===== src/rtl/instr_fetch_unit.sv =====
// Instruction fetch stage: holds the PC, reads instruction memory over req/ack, and advances on commit.
// Optional FETCH_MISALIGN_CHECK_EN: halt with a sticky error on a misaligned target instead of forcing alignment.
module instr_fetch_unit #(
    parameter int          XLEN     = 32,
    parameter logic [XLEN-1:0] RESET_PC = 32'h00000000,
    parameter logic [31:0] NOP_WORD = 32'h00000013
) (
    input  logic            clk,
    input  logic            rst,
    output logic            imem_req,
    output logic [XLEN-1:0] imem_addr,
    input  logic            imem_ack,
    input  logic [31:0]     imem_rdata,
    output logic [31:0]     instr,
    output logic [6:0]      opc,
    output logic [2:0]      f3,
    output logic            instr_valid,
    output logic [XLEN-1:0] pc,
    output logic [XLEN-1:0] pc_plus4,
    input  logic            commit,
    input  logic            PC_src,
    input  logic            is_jalr,
    input  logic [XLEN-1:0] imm,
    input  logic [XLEN-1:0] alu_result,
    output logic            misalign_err
);

    typedef enum logic [2:0] {S_IDLE, S_REQ, S_WAIT, S_VALID, S_HALT} state_t;

    state_t          state, state_nxt;
    logic [XLEN-1:0] target, next_pc;
    logic            load_instr, load_pc;

    assign opc       = instr[6:0];
    assign f3        = instr[14:12];
    assign pc_plus4  = pc + XLEN'(4);
    assign imem_addr = pc;

    // JALR clears bit 0 of rs1+imm and wins over a taken branch
    always_comb begin
        target = pc_plus4;
        if (is_jalr)
            target = alu_result & ~XLEN'(1);
        else if (PC_src)
            target = pc + imm;
    end

`ifdef FETCH_MISALIGN_CHECK_EN
    logic misaligned, set_err, err_q;
    assign next_pc      = target;
    assign misaligned   = |target[1:0];
    assign misalign_err = err_q;
`else
    assign next_pc      = target & ~XLEN'(3);
    assign misalign_err = 1'b0;
`endif

    always_comb begin
        state_nxt   = state;
        load_instr  = 1'b0;
        load_pc     = 1'b0;
        imem_req    = 1'b0;
        instr_valid = 1'b0;
`ifdef FETCH_MISALIGN_CHECK_EN
        set_err     = 1'b0;
`endif
        case (state)
            S_IDLE: state_nxt = S_REQ;
            S_REQ, S_WAIT: begin
                imem_req = 1'b1;
                if (imem_ack) begin
                    load_instr = 1'b1;
                    state_nxt  = S_VALID;
                end else begin
                    state_nxt  = S_WAIT;
                end
            end
            S_VALID: begin
                instr_valid = 1'b1;
                if (commit) begin
`ifdef FETCH_MISALIGN_CHECK_EN
                    if (misaligned) begin
                        set_err   = 1'b1;
                        state_nxt = S_HALT;
                    end else begin
                        load_pc   = 1'b1;
                        state_nxt = S_REQ;
                    end
`else
                    load_pc   = 1'b1;
                    state_nxt = S_REQ;
`endif
                end
            end
            S_HALT:  state_nxt = S_HALT;
            default: state_nxt = S_IDLE;
        endcase
    end

    always_ff @(posedge clk or posedge rst) begin
        if (rst) begin
            state <= S_IDLE;
            pc    <= RESET_PC;
            instr <= NOP_WORD;
        end else begin
            state <= state_nxt;
            if (load_instr) instr <= imem_rdata;
            if (load_pc)    pc    <= next_pc;
        end
    end

`ifdef FETCH_MISALIGN_CHECK_EN
    always_ff @(posedge clk or posedge rst) begin
        if (rst)          err_q <= 1'b0;
        else if (set_err) err_q <= 1'b1;
    end
`endif

endmodule

===== config.mk =====
export PLATFORM = sky130hd
export DESIGN_NAME = instr_fetch_unit
export DESIGN_NICKNAME = d
export VERILOG_FILES = /design/src/rtl/instr_fetch_unit.sv
export SDC_FILE = /design/constraint.sdc
export NUM_CORES = 1
export LEC_CHECK = 0
export ABC_AREA = 1
export BUFFER_PORTS_ARGS = -buffer_cell sky130_fd_sc_hd__buf_2
export CAP_MARGIN = 25
export CORE_UTILIZATION = 48
export DETAILED_ROUTE_END_ITERATION = 10
export GPL_TIMING_DRIVEN = 0
export PLACE_DENSITY_LB_ADDON = 0.25
export SYNTH_ARGS = -nofsm -noshare
export SYNTH_HDL_FRONTEND = slang
export SYNTH_SLANG_ARGS = --single-unit

===== constraint.sdc =====
create_clock -name clk -period 2.64 [get_ports clk]
set_input_delay 0.528 -clock clk [delete_from_list [all_inputs] [get_ports clk]]
set_output_delay 0.528 -clock clk [all_outputs]
set_load 0.02 [all_outputs]

==> flow_metrics.env, run 1 <==
export IMPL_status="finished clean"
export IMPL_hp_class="in -> async"
export IMPL_cts_buffers=9
export IMPL_cp_arrival_ns=2.03
export IMPL_fin_crit_sh=0.970
export IMPL_worst_slew_pin_slew_ns=0.819
export IMPL_post_route_util=0.629
export IMPL_area_growth_pct=26.6
export IMPL_synth_area_leaders="dfrtp_1, nand2_1, inv_1, nand3_1, buf_4"
export IMPL_clkLatencyLatePin_ns=0.33
export IMPL_cts_root_buf="clkbuf_16"
export IMPL_start_util=0.497
export IMPL_clock_fmax_ghz=0.390
export IMPL_post_drt_via_cell_ratio=5.12
export IMPL_die_w_um=120
export IMPL_worstSetupEndpointType="output pin"
export IMPL_dr_pass1_iters=5
export IMPL_diodes=0
export IMPL_cts_tree="built"
export IMPL_setup_viol=0
export IMPL_seq_area_frac_synth=0.246
export IMPL_dieArea_mm2=0.0143
export IMPL_synth_edf_count=0
export IMPL_ys_seq_elements=65
export IMPL_yosysTopAreaCellShare=0.234
export IMPL_p_leak_nw=4.85
export IMPL_slew_viol_final=0
export IMPL_ir_drop_v=0.000761
export IMPL_rows=42
export IMPL_drt_wl_total_mm=22.0
export IMPL_clock_sinks=65
export IMPL_final_area_mm2=0.00839
export IMPL_wl_per_cell_um=14.9
export IMPL_remaining_drc_errors=0
export IMPL_grt_first_pass_wirelength_mm=34.6
export IMPL_core_mm2=0.0133
export IMPL_cp_max_fo=7
export IMPL_hold_buffers=0
export IMPL_cp_data_required_time_ns=2.11
export IMPL_drt_initial_drc_count=647
export IMPL_num_nets_final=1426
export IMPL_grt_pass1_vias=6751
export IMPL_path_class="reg -> out"
export IMPL_synth_flop_cell="dfrtp_1"
export IMPL_ctsHtreeMaxLevel=3
export IMPL_synth_yosys_warnings=0
export IMPL_rsz0062_at_grt="yes"
export IMPL_clk_pin_slew_ns=0.06
export IMPL_gr_total_overflow=0
export IMPL_grt_usage=0.312
export IMPL_r2r_start="imem_addr[2]"
export IMPL_via_count=7544
export IMPL_grt_max_degree=66
export IMPL_max_slew_margin=0.454
export IMPL_io_buffer_count=231
export IMPL_layout_drive_gt1_share=0.297
export IMPL_maxCapViolCount=0
export IMPL_placed_cell_area_mm2=0.00803
export IMPL_cts_path_max_buffers=2
export IMPL_dp_final_hpwl_mm=17.9
export IMPL_power_density_mw_per_mm2=1310
export IMPL_netlist_area_mm2=0.00663
export IMPL_ys_async_sr_fraction=1.00
export IMPL_finalHoldViolCount=0
export IMPL_worst_r2r_endpoint="imem_addr[30]"
export IMPL_fillers=1298
export IMPL_r2r_slack_ns=0.27
export IMPL_r2r_cells=12
export IMPL_fp_dieH_um=120
export IMPL_synth_top_area_cell="dfrtp_1"
export IMPL_gp_congestion=1.01
export IMPL_synth_avg_cell_area_um2=6.35
export IMPL_antenna_found_initial=0
export IMPL_skew_ns=0.00789
export IMPL_ios=243
export IMPL_synthCells=1044
export IMPL_ys_types=45
export IMPL_start_kind="flop"
export IMPL_ant_nets=0
export IMPL_finalCriticalPeriod_ns=2.56
-- metal layers --
metal  GRT usage  wire [um]  up-vias  share of wire
met5           0          0        -              0
met1       0.422       9280     3383           0.42
li1            -          -     3716              -
met4       0.118        811        0          0.037
met2       0.493       9710      397           0.44
met3      0.0599       2220       48           0.10
-- Yosys cell counts (2+ instances only) --
cell type and count:
dfrtp_1 62, nand2_2 3, xor2_2 2, a22oi_1 4
buf_4 50, nand2_1 356, a21oi_1 49, nor3_1 11
o21bai_1 5, or2_2 3, a21boi_1 12, o21ai_1 7
nor3_2 4, xnor2_1 5, o22ai_1 3, and2_1 2
nand3_1 80, mux2_2 32, or2_1 2, nand4_1 8
inv_2 8, nor2_1 69, xor2_1 12, clkbuf_1 14
nor3_4 3, o211ai_1 6, nand3_2 2, dfstp_2 3
ha_1 30, nor2_2 2, nor2_4 5, o21ai_0 12
inv_1 166
-- what timing repair did --
item	in CTS	in global routing
resized for setup	2	14
endpoints found under the setup margin	10	19
buffers inserted	0	1
gates cloned	0	0
-- critical path: stages (launching register included) --
cell and delay (ns):
dfrtp_2 0.44, ha_4 0.20, nand3_2 0.20, inv_2 0.12, nand2_4 0.09, nor2_4 0.18
xor2_1 0.25, buf_2 0.21
-- worst max-delay path by stage --
stage,startpoint,to
floorplan,imem_addr[3],pc_plus4[12]
global placement,rst,instr[23]
detailed placement,imm[2],imem_addr[30]
CTS,imem_addr[2],pc_plus4[12]
global route,imem_addr[2],pc_plus4[12]
finish,imem_addr[2],pc_plus4[12]
-- state kept, by name, summed over array words and instances, names as in the netlist --
register and flops:
instr 32, imem_addr 30, state 3
-- cells by family (layout without fill, tap and decap cells) --
| kind of cell | Yosys count | in the layout | share of synthesized area |
|---|---|---|---|
| simple gates | 553 | 553 | 0.357 |
| buf+inv | 241 | 489 | 0.166 |
| compound gates | 102 | 102 | 0.0897 |
| flops | 65 | 65 | 0.246 |
| mux | 32 | 32 | 0.0544 |
| fa+ha+maj | 31 | 31 | 0.0596 |
| xor+xnor | 19 | 19 | 0.0274 |
| other cells | 1 | 7 | 0.000566 |
-- per-stage QoR --
stage	std cells	worst slack [ns]	power, W	TNS [ns]	hold WS [ns]
detailed placement	1457	0.0973	0.00958	0	0.487
global route	1474	-0.0214	0.0119	-0.0214	0.416
CTS	1473	0.0120	0.0109	0	0.393
floorplan	1050	0.465	0.00735	0	0.480
finish	1474	0.0788	0.0110	0	0.368
global placement	1457	-0.422	0.00947	-25.96	0.482
-- area by class of cell --
class	count	area, um^2	area share
plain buffers	67	444	0.0529
clock inverters	7	93.8	0.0112
repair buffers	232	1160	0.139
flip-flops and latches	65	1640	0.196
well taps	176	220	0.0262
inverters	174	656	0.0781
clock buffers	9	225	0.0268
multi-input cells	744	3950	0.470
-- power by group --
group | internal (W) | switching (W)
Combinational | 0.00278 | 0.00475
Clock | 0.000826 | 0.000456
Sequential | 0.00152 | 0.000682
Total | 0.00512 | 0.00589
-- layout by cell type (no fill, tap or decap), types with 9 or more instances in the layout --
| cell type | count |
|---|---|
| nand2_1 | 355 |
| buf_2 | 232 |
| inv_1 | 165 |
| nand3_1 | 79 |
| nor2_1 | 68 |
| buf_4 | 51 |
| dfrtp_1 | 51 |
| a21oi_1 | 49 |
| mux2_2 | 32 |
| ha_1 | 29 |
| clkbuf_1 | 14 |
| xor2_1 | 12 |
| o21ai_0 | 12 |
| a21boi_1 | 12 |
| nor3_1 | 11 |
| dfrtp_2 | 11 |
| clkbuf_16 | 9 |
(Power assumes the default switching activity.)
==> run 2, diff against run 1 <==
--- a/config.mk
+++ b/config.mk
@@ -5,7 +5,6 @@
 export SDC_FILE = /design/constraint.sdc
 export NUM_CORES = 1
 export LEC_CHECK = 0
-export ABC_AREA = 1
 export BUFFER_PORTS_ARGS = -buffer_cell sky130_fd_sc_hd__buf_2
 export CAP_MARGIN = 25
 export CORE_UTILIZATION = 48
==> run 2 against run 1 <==
  * The flow now finishes with violations (negative setup slack)
  * Flip-flop and latch count unchanged
  * Area after synthesis down 19%
  * Sequential share of layout area is 0.50 points higher
  * Clock-buffer cell count grew 2
  * Clock skew increased by 0.0049 ns
  * Register-to-register slack worse by 0.57 ns
  * Core utilization rose by 13 points
  * Via count decreased by 18%
  * First-iteration DRC count decreased by 19%
  * Fmax is 13% lower
  * Worst hold slack got worse by 0.020 ns
  * Die area is 19% lower
  * Largest cell class unchanged
  * Largest power group unchanged
==> flow_metrics.env, run 2 <==
export IMPL_status="finished with violations"
export IMPL_violations="negative setup slack"
export IMPL_dr_pass1_iters=5
export IMPL_multi_input_area_mm2=0.00380
export IMPL_cp_arrival_ns=3.20
export IMPL_synth_most_common_cell="nand2_1"
export IMPL_fin_hold_ws_ns=0.348
export IMPL_core_mm2=0.0108
export IMPL_ys_async_sr_fraction=1.00
export IMPL_clock_sinks=65
export IMPL_gp_congestion=0.947
export IMPL_worstSetupEndpointType="flop"
export IMPL_grt_first_pass_wirelength_mm=28.5
export IMPL_synth_compound_area_frac=0.215
export IMPL_post_drt_via_cell_ratio=5.77
export IMPL_cts_buffers=9
export IMPL_grt_max_degree=66
export IMPL_diodes=0
export IMPL_cpPeakStageDelay_ns=0.44
export IMPL_regArea_mm2=0.00165
export IMPL_via_count=6201
export IMPL_ys_types=65
export IMPL_yosysTopAreaCellShare=0.291
export IMPL_cts_root_buf="clkbuf_8"
export IMPL_crit_buf_inv=0
export IMPL_power_density_mw_per_mm2=1390
export IMPL_netlist_area_mm2=0.00534
export IMPL_p_leak_nw=4.04
export IMPL_top_register="instr"
export IMPL_finalHoldViolCount=0
export IMPL_clkLatencyLatePin_ns=0.37
export IMPL_rsz0062_at_grt="yes"
export IMPL_wl_per_cell_um=19.1
export IMPL_synthAdderAreaFrac=0.0741
export IMPL_io_buffer_count=231
export IMPL_synthXorXnorAreaFrac=0.0837
export IMPL_worst_slack_ns=-0.303
export IMPL_path_class="reg -> reg"
export IMPL_synth_top_family_by_area="compound AO/OA/AOI/OAI gates"
export IMPL_hp_class="in -> async"
export IMPL_dp_final_hpwl_mm=13.4
export IMPL_setup_viol=32
export IMPL_worst_slew_pin_slew_ns=0.835
export IMPL_ant_nets=0
export IMPL_layout_common_cells="buf_2, buf_4, nand2_1"
export IMPL_layout_drive_gt1_share=0.556
export IMPL_fillers=747
export IMPL_synthCells=611
export IMPL_finalCriticalPeriod_ns=2.94
export IMPL_final_common_cell="buf_2"
export IMPL_seq_area_frac_synth=0.305
export IMPL_fp_dieH_um=107
export IMPL_fin_crit_sh=1.11
export IMPL_remaining_drc_errors=0
export IMPL_placed_cell_area_mm2=0.00674
export IMPL_rows=38
export IMPL_die_w_um=107
export IMPL_grt_pass1_vias=5680
export IMPL_drt_initial_drc_count=522
export IMPL_synth_area_leaders="dfrtp_1, mux2_2, ha_1, buf_4, xnor2_1"
export IMPL_cp_max_fo=3
export IMPL_area_growth_pct=54.1
export IMPL_largest_reg_flops=32
export IMPL_start_util=0.492
export IMPL_ys_seq_elements=65
export IMPL_final_area_mm2=0.00823
export IMPL_slew_viol_final=0
export IMPL_total_power_w=0.0114
export IMPL_drt_wl_total_mm=20.5
export IMPL_cts_tree="built"
export IMPL_synth_edf_count=0
export IMPL_cts_path_max_buffers=2
export IMPL_synth_yosys_warnings=0
export IMPL_synth_top_area_cell="dfrtp_1"
export IMPL_clock_fmax_ghz=0.340
export IMPL_gr_total_overflow=0
export IMPL_path_cells="ha_4 -> fa_2 -> a21oi_2 -> o21ai_2 -> a2111oi_4 -> o21ai_2 -> a221o_2 -> a31o_4 -> a2111oi_4 -> a211oi_2"
export IMPL_max_slew_margin=0.443
export IMPL_post_route_util=0.759
export IMPL_yosys_top_cells_count="nand2_1, dfrtp_1, a21oi_1, buf_4, nor2_1"
export IMPL_synth_avg_cell_area_um2=8.74
export IMPL_ios=243
export IMPL_skew_ns=0.0128
export IMPL_ir_drop_v=0.000769
export IMPL_critPathTopFamily="compound AO/OA/AOI/OAI gates"
export IMPL_yosys_area_share_simple=0.145
export IMPL_dieArea_mm2=0.0115
export IMPL_clk_pin_slew_ns=0.08
export IMPL_dp_slack_ns=-0.606
export IMPL_antenna_found_initial=0
export IMPL_synth_flop_cell="dfrtp_1"
export IMPL_start_kind="flop"
export IMPL_synthMuxAreaShare=0.0792
export IMPL_cp_data_required_time_ns=2.89
export IMPL_ctsHtreeMaxLevel=3
export IMPL_maxCapViolCount=0
export IMPL_grt_usage=0.324
export IMPL_num_nets_final=1063
export IMPL_cp_slowest_cell="dfrtp_2"
==> run 2: worst reg2reg max path: cells and delay by family (launching register included) <==
| family | cells | cell delay, ns |
|---|---|---|
| adder cells (fa/ha/maj) | 2 | 0.52 |
| flip-flops | 1 | 0.44 |
| AO/OA/AOI/OAI | 8 | 1.88 |
==> run 2: through the flow <==
step	setup TNS [ns]	std cells
floorplan	-0.691	617
global placement	-33.55	988
detailed placement	-8.09	988
CTS	-2.00	1050
global route	-6.78	1075
finish	-4.31	1075
==> run 2: repair_timing <==
action / 4_1_cts / 5_1_grt
setup endpoints to repair: 35 / 35
pin swaps: 20 / 31
buffers inserted: 46 / 27
gates cloned: 0 / 0
hold buffers: 0 / 0
resized for setup: 66 / 94
==> run 2: final timing paths <==
kind                       slack (ns)  depth (start not counted)       endpoint    startpoint
max                             -0.30                         10  imem_addr[30]  imem_addr[2]
min                              0.35                          2  imem_addr[11]           rst
max reg2reg                     -0.30                         10  imem_addr[30]  imem_addr[2]
min reg2reg                      0.49                          1       state[2]      state[0]
max in group asynchronous        1.71                          2   imem_addr[3]           rst
min in group clk                 0.39                          2       state[1]        commit
==> run 2: logic make-up after synthesis <==
group	count (synthesis)
xor gates and xnor gates	51
buffers and inverters	90
muxes	38
other	1
and+or+nand+nor	168
adders and majority gates	31
AOI/OAI and AO/OA	167
DFF	65
==> run 2: layout make-up <==
| cell class | count | area share |
|---|---|---|
| clock inverter | 5 | 0.0125 |
| inverter | 19 | 0.00897 |
| tap | 140 | 0.0213 |
| timing repair buffer | 304 | 0.221 |
| clock buffer | 11 | 0.0172 |
| sequential | 65 | 0.201 |
| buffer | 69 | 0.0557 |
| multi-input combinational | 462 | 0.462 |
==> run 2: metal layers <==
layer,part of all wire,global-route usage
met2,0.49,0.565
met1,0.36,0.381
met3,0.10,0.0508
met4,0.047,0.171
met5,0,0
==> run 2: report_power, final <==
group | switching, W | internal (W) | leakage (nW)
Sequential | 0.000607 | 0.00154 | 0.748
Combinational | 0.00451 | 0.00368 | 3.17
Clock | 0.000431 | 0.000652 | 0.120
==> run 3, diff against run 2 <==
--- a/config.mk
+++ b/config.mk
@@ -7,7 +7,9 @@
 export LEC_CHECK = 0
 export BUFFER_PORTS_ARGS = -buffer_cell sky130_fd_sc_hd__buf_2
 export CAP_MARGIN = 25
+export CORE_MARGIN = 5
 export CORE_UTILIZATION = 48
+export CTS_BUF_LIST = sky130_fd_sc_hd__clkbuf_8
 export DETAILED_ROUTE_END_ITERATION = 10
 export GPL_TIMING_DRIVEN = 0
 export PLACE_DENSITY_LB_ADDON = 0.25
==> run 3 against run 2 <==
  * The run still ends with negative setup slack left
  * Core utilization is 0.52 points lower
  * Sequential share of layout area is 0.079 points higher
  * Fmax is 0.51% higher
==> flow_metrics.env, run 3 (same netlist as run 2, synthesis figures left out) <==
export IMPL_status="finished with violations"
export IMPL_violations="negative setup slack"
export IMPL_p_seq_frac=0.197
export IMPL_cp_max_fo=3
export IMPL_ir_drop_v=0.000936
export IMPL_area_growth_pct=53.7
export IMPL_grt_first_pass_wirelength_mm=29.9
export IMPL_clk_pin_slew_ns=0.07
export IMPL_largest_reg_flops=32
export IMPL_p_switching_w=0.00559
export IMPL_gr_total_overflow=0
export IMPL_core_mm2=0.0109
export IMPL_skew_ns=0.0137
export IMPL_clock_fmax_ghz=0.341
export IMPL_drt_initial_drc_count=541
export IMPL_finalCriticalPeriod_ns=2.93
export IMPL_clkLatencyLatePin_ns=0.36
export IMPL_ctsHtreeMaxLevel=3
export IMPL_ios=243
export IMPL_worstSetupEndpointType="flop"
export IMPL_rsz0062_at_grt="yes"
export IMPL_rows=38
export IMPL_gp_congestion=0.992
export IMPL_fillers=769
export IMPL_ant_nets=0
export IMPL_start_kind="flop"
export IMPL_maxCapViolCount=0
export IMPL_grt_pass1_vias=5942
export IMPL_r2r_start="imem_addr[2]"
export IMPL_dr_pass1_iters=5
export IMPL_start_util=0.490
export IMPL_clkPwrFrac=0.075
export IMPL_num_nets_final=1054
export IMPL_remaining_drc_errors=0
export IMPL_final_common_cell="buf_2"
export IMPL_worst_slew_pin_slew_ns=0.914
export IMPL_layout_common_cells="buf_2, buf_4, nand2_1"
export IMPL_worst_slack_ns=-0.289
export IMPL_p_sw_frac=0.498
export IMPL_dp_slack_ns=-0.588
export IMPL_grt_usage=0.284
export IMPL_cp_arrival_ns=3.16
export IMPL_cp_data_required_time_ns=2.87
export IMPL_fp_dieH_um=115
export IMPL_cts_buffers=9
export IMPL_post_drt_via_cell_ratio=5.82
export IMPL_dieArea_mm2=0.0133
export IMPL_cts_root_buf="clkbuf_8"
export IMPL_hp_class="in -> async"
export IMPL_multi_input_area_mm2=0.00388
export IMPL_setup_viol=23
export IMPL_regArea_mm2=0.00166
export IMPL_io_buffer_count=231
export IMPL_tns_ns=-3.34
export IMPL_via_count=6214
export IMPL_finalHoldViolCount=0
export IMPL_fin_crit_sh=1.11
export IMPL_drt_wl_total_mm=20.9
export IMPL_grt_max_degree=39
export IMPL_max_slew_margin=0.390
export IMPL_dp_final_hpwl_mm=14.0
export IMPL_cts_tree="built"
export IMPL_wl_per_cell_um=19.6
export IMPL_die_w_um=115
export IMPL_top_register="instr"
export IMPL_p_int_w=0.00565
export IMPL_path_class="reg -> reg"
export IMPL_p_comb_frac=0.728
export IMPL_power_density_mw_per_mm2=1370
export IMPL_total_power_w=0.0112
export IMPL_antenna_found_initial=1
export IMPL_placed_cell_area_mm2=0.00676
export IMPL_clock_sinks=65
export IMPL_crit_start="imem_addr[2]"
export IMPL_p_leak_nw=4.01
export IMPL_cts_path_max_buffers=2
export IMPL_slew_viol_final=0
export IMPL_layout_drive_gt1_share=0.553
export IMPL_final_area_mm2=0.00821
## run 3: critical path, cell delays in order (launching register included)
cell and delay (ns):
dfrtp_2 0.44, ha_4 0.17, fa_2 0.37, a21oi_4 0.18, o21ai_4 0.11, a2111oi_4 0.36, o21ai_2 0.11, a221o_2 0.42
a31o_4 0.28, a2111oi_4 0.31, a211oi_2 0.08
## run 3: through the flow
stage / hold slack [ns] / utilization / std cells
after detailed placement: 0.483 / 0.621 / 989
after floorplan: 0.450 / - / 617
after global routing: 0.401 / 0.754 / 1067
after global placement: 0.458 / 0.619 / 988
final: 0.370 / 0.754 / 1068
after CTS: 0.397 / 0.703 / 1040
## run 3: final cells by class
type                            count  area share
Tap cell                          140      0.0213
Sequential cell                    65       0.202
Antenna cell                        2    0.000610
Timing Repair Buffer              297       0.218
Multi-Input combinational cell    462       0.473
Buffer                             67      0.0534
Clock inverter                      6     0.00625
Clock buffer                       10      0.0168
Inverter                           19     0.00869
## run 3: path summary, 6_finish.rpt
kind,endpoint,slack (ns),depth (start not counted)
max,imem_addr[30],-0.29,10
min,instr[21],0.37,2
max reg2reg,imem_addr[30],-0.29,10
min reg2reg,state[2],0.49,1
max in group asynchronous,instr[1],1.53,3
min in group clk,state[1],0.41,2
## run 3: what timing repair did
item                                    CTS  global route
pin swaps                                29            28
buffers inserted                         39            26
hold buffers                              0             0
gates resized for setup                 103            63
endpoints found under the setup margin   35            33
## run 3: power groups by stage
stage / clock network, W / logic (W) / registers [W]
after floorplan: 0 / 0.00413 / 0.00264
after global placement: 0 / 0.00642 / 0.00215
after detailed placement: 0 / 0.00652 / 0.00219
after CTS: 0.000851 / 0.00735 / 0.00217
after global routing: 0.000896 / 0.00869 / 0.00228
final: 0.000845 / 0.00818 / 0.00221
## run 3: layer usage
| metal | GRT usage | up-vias | wire length (um) |
|---|---|---|---|
| met5 | 0 | - | 0 |
| met4 | 0.135 | 0 | 944 |
| met3 | 0.0621 | 92 | 2370 |
| met2 | 0.482 | 461 | 10000 |
| met1 | 0.344 | 2909 | 7550 |
| li1 | - | 2752 | - |
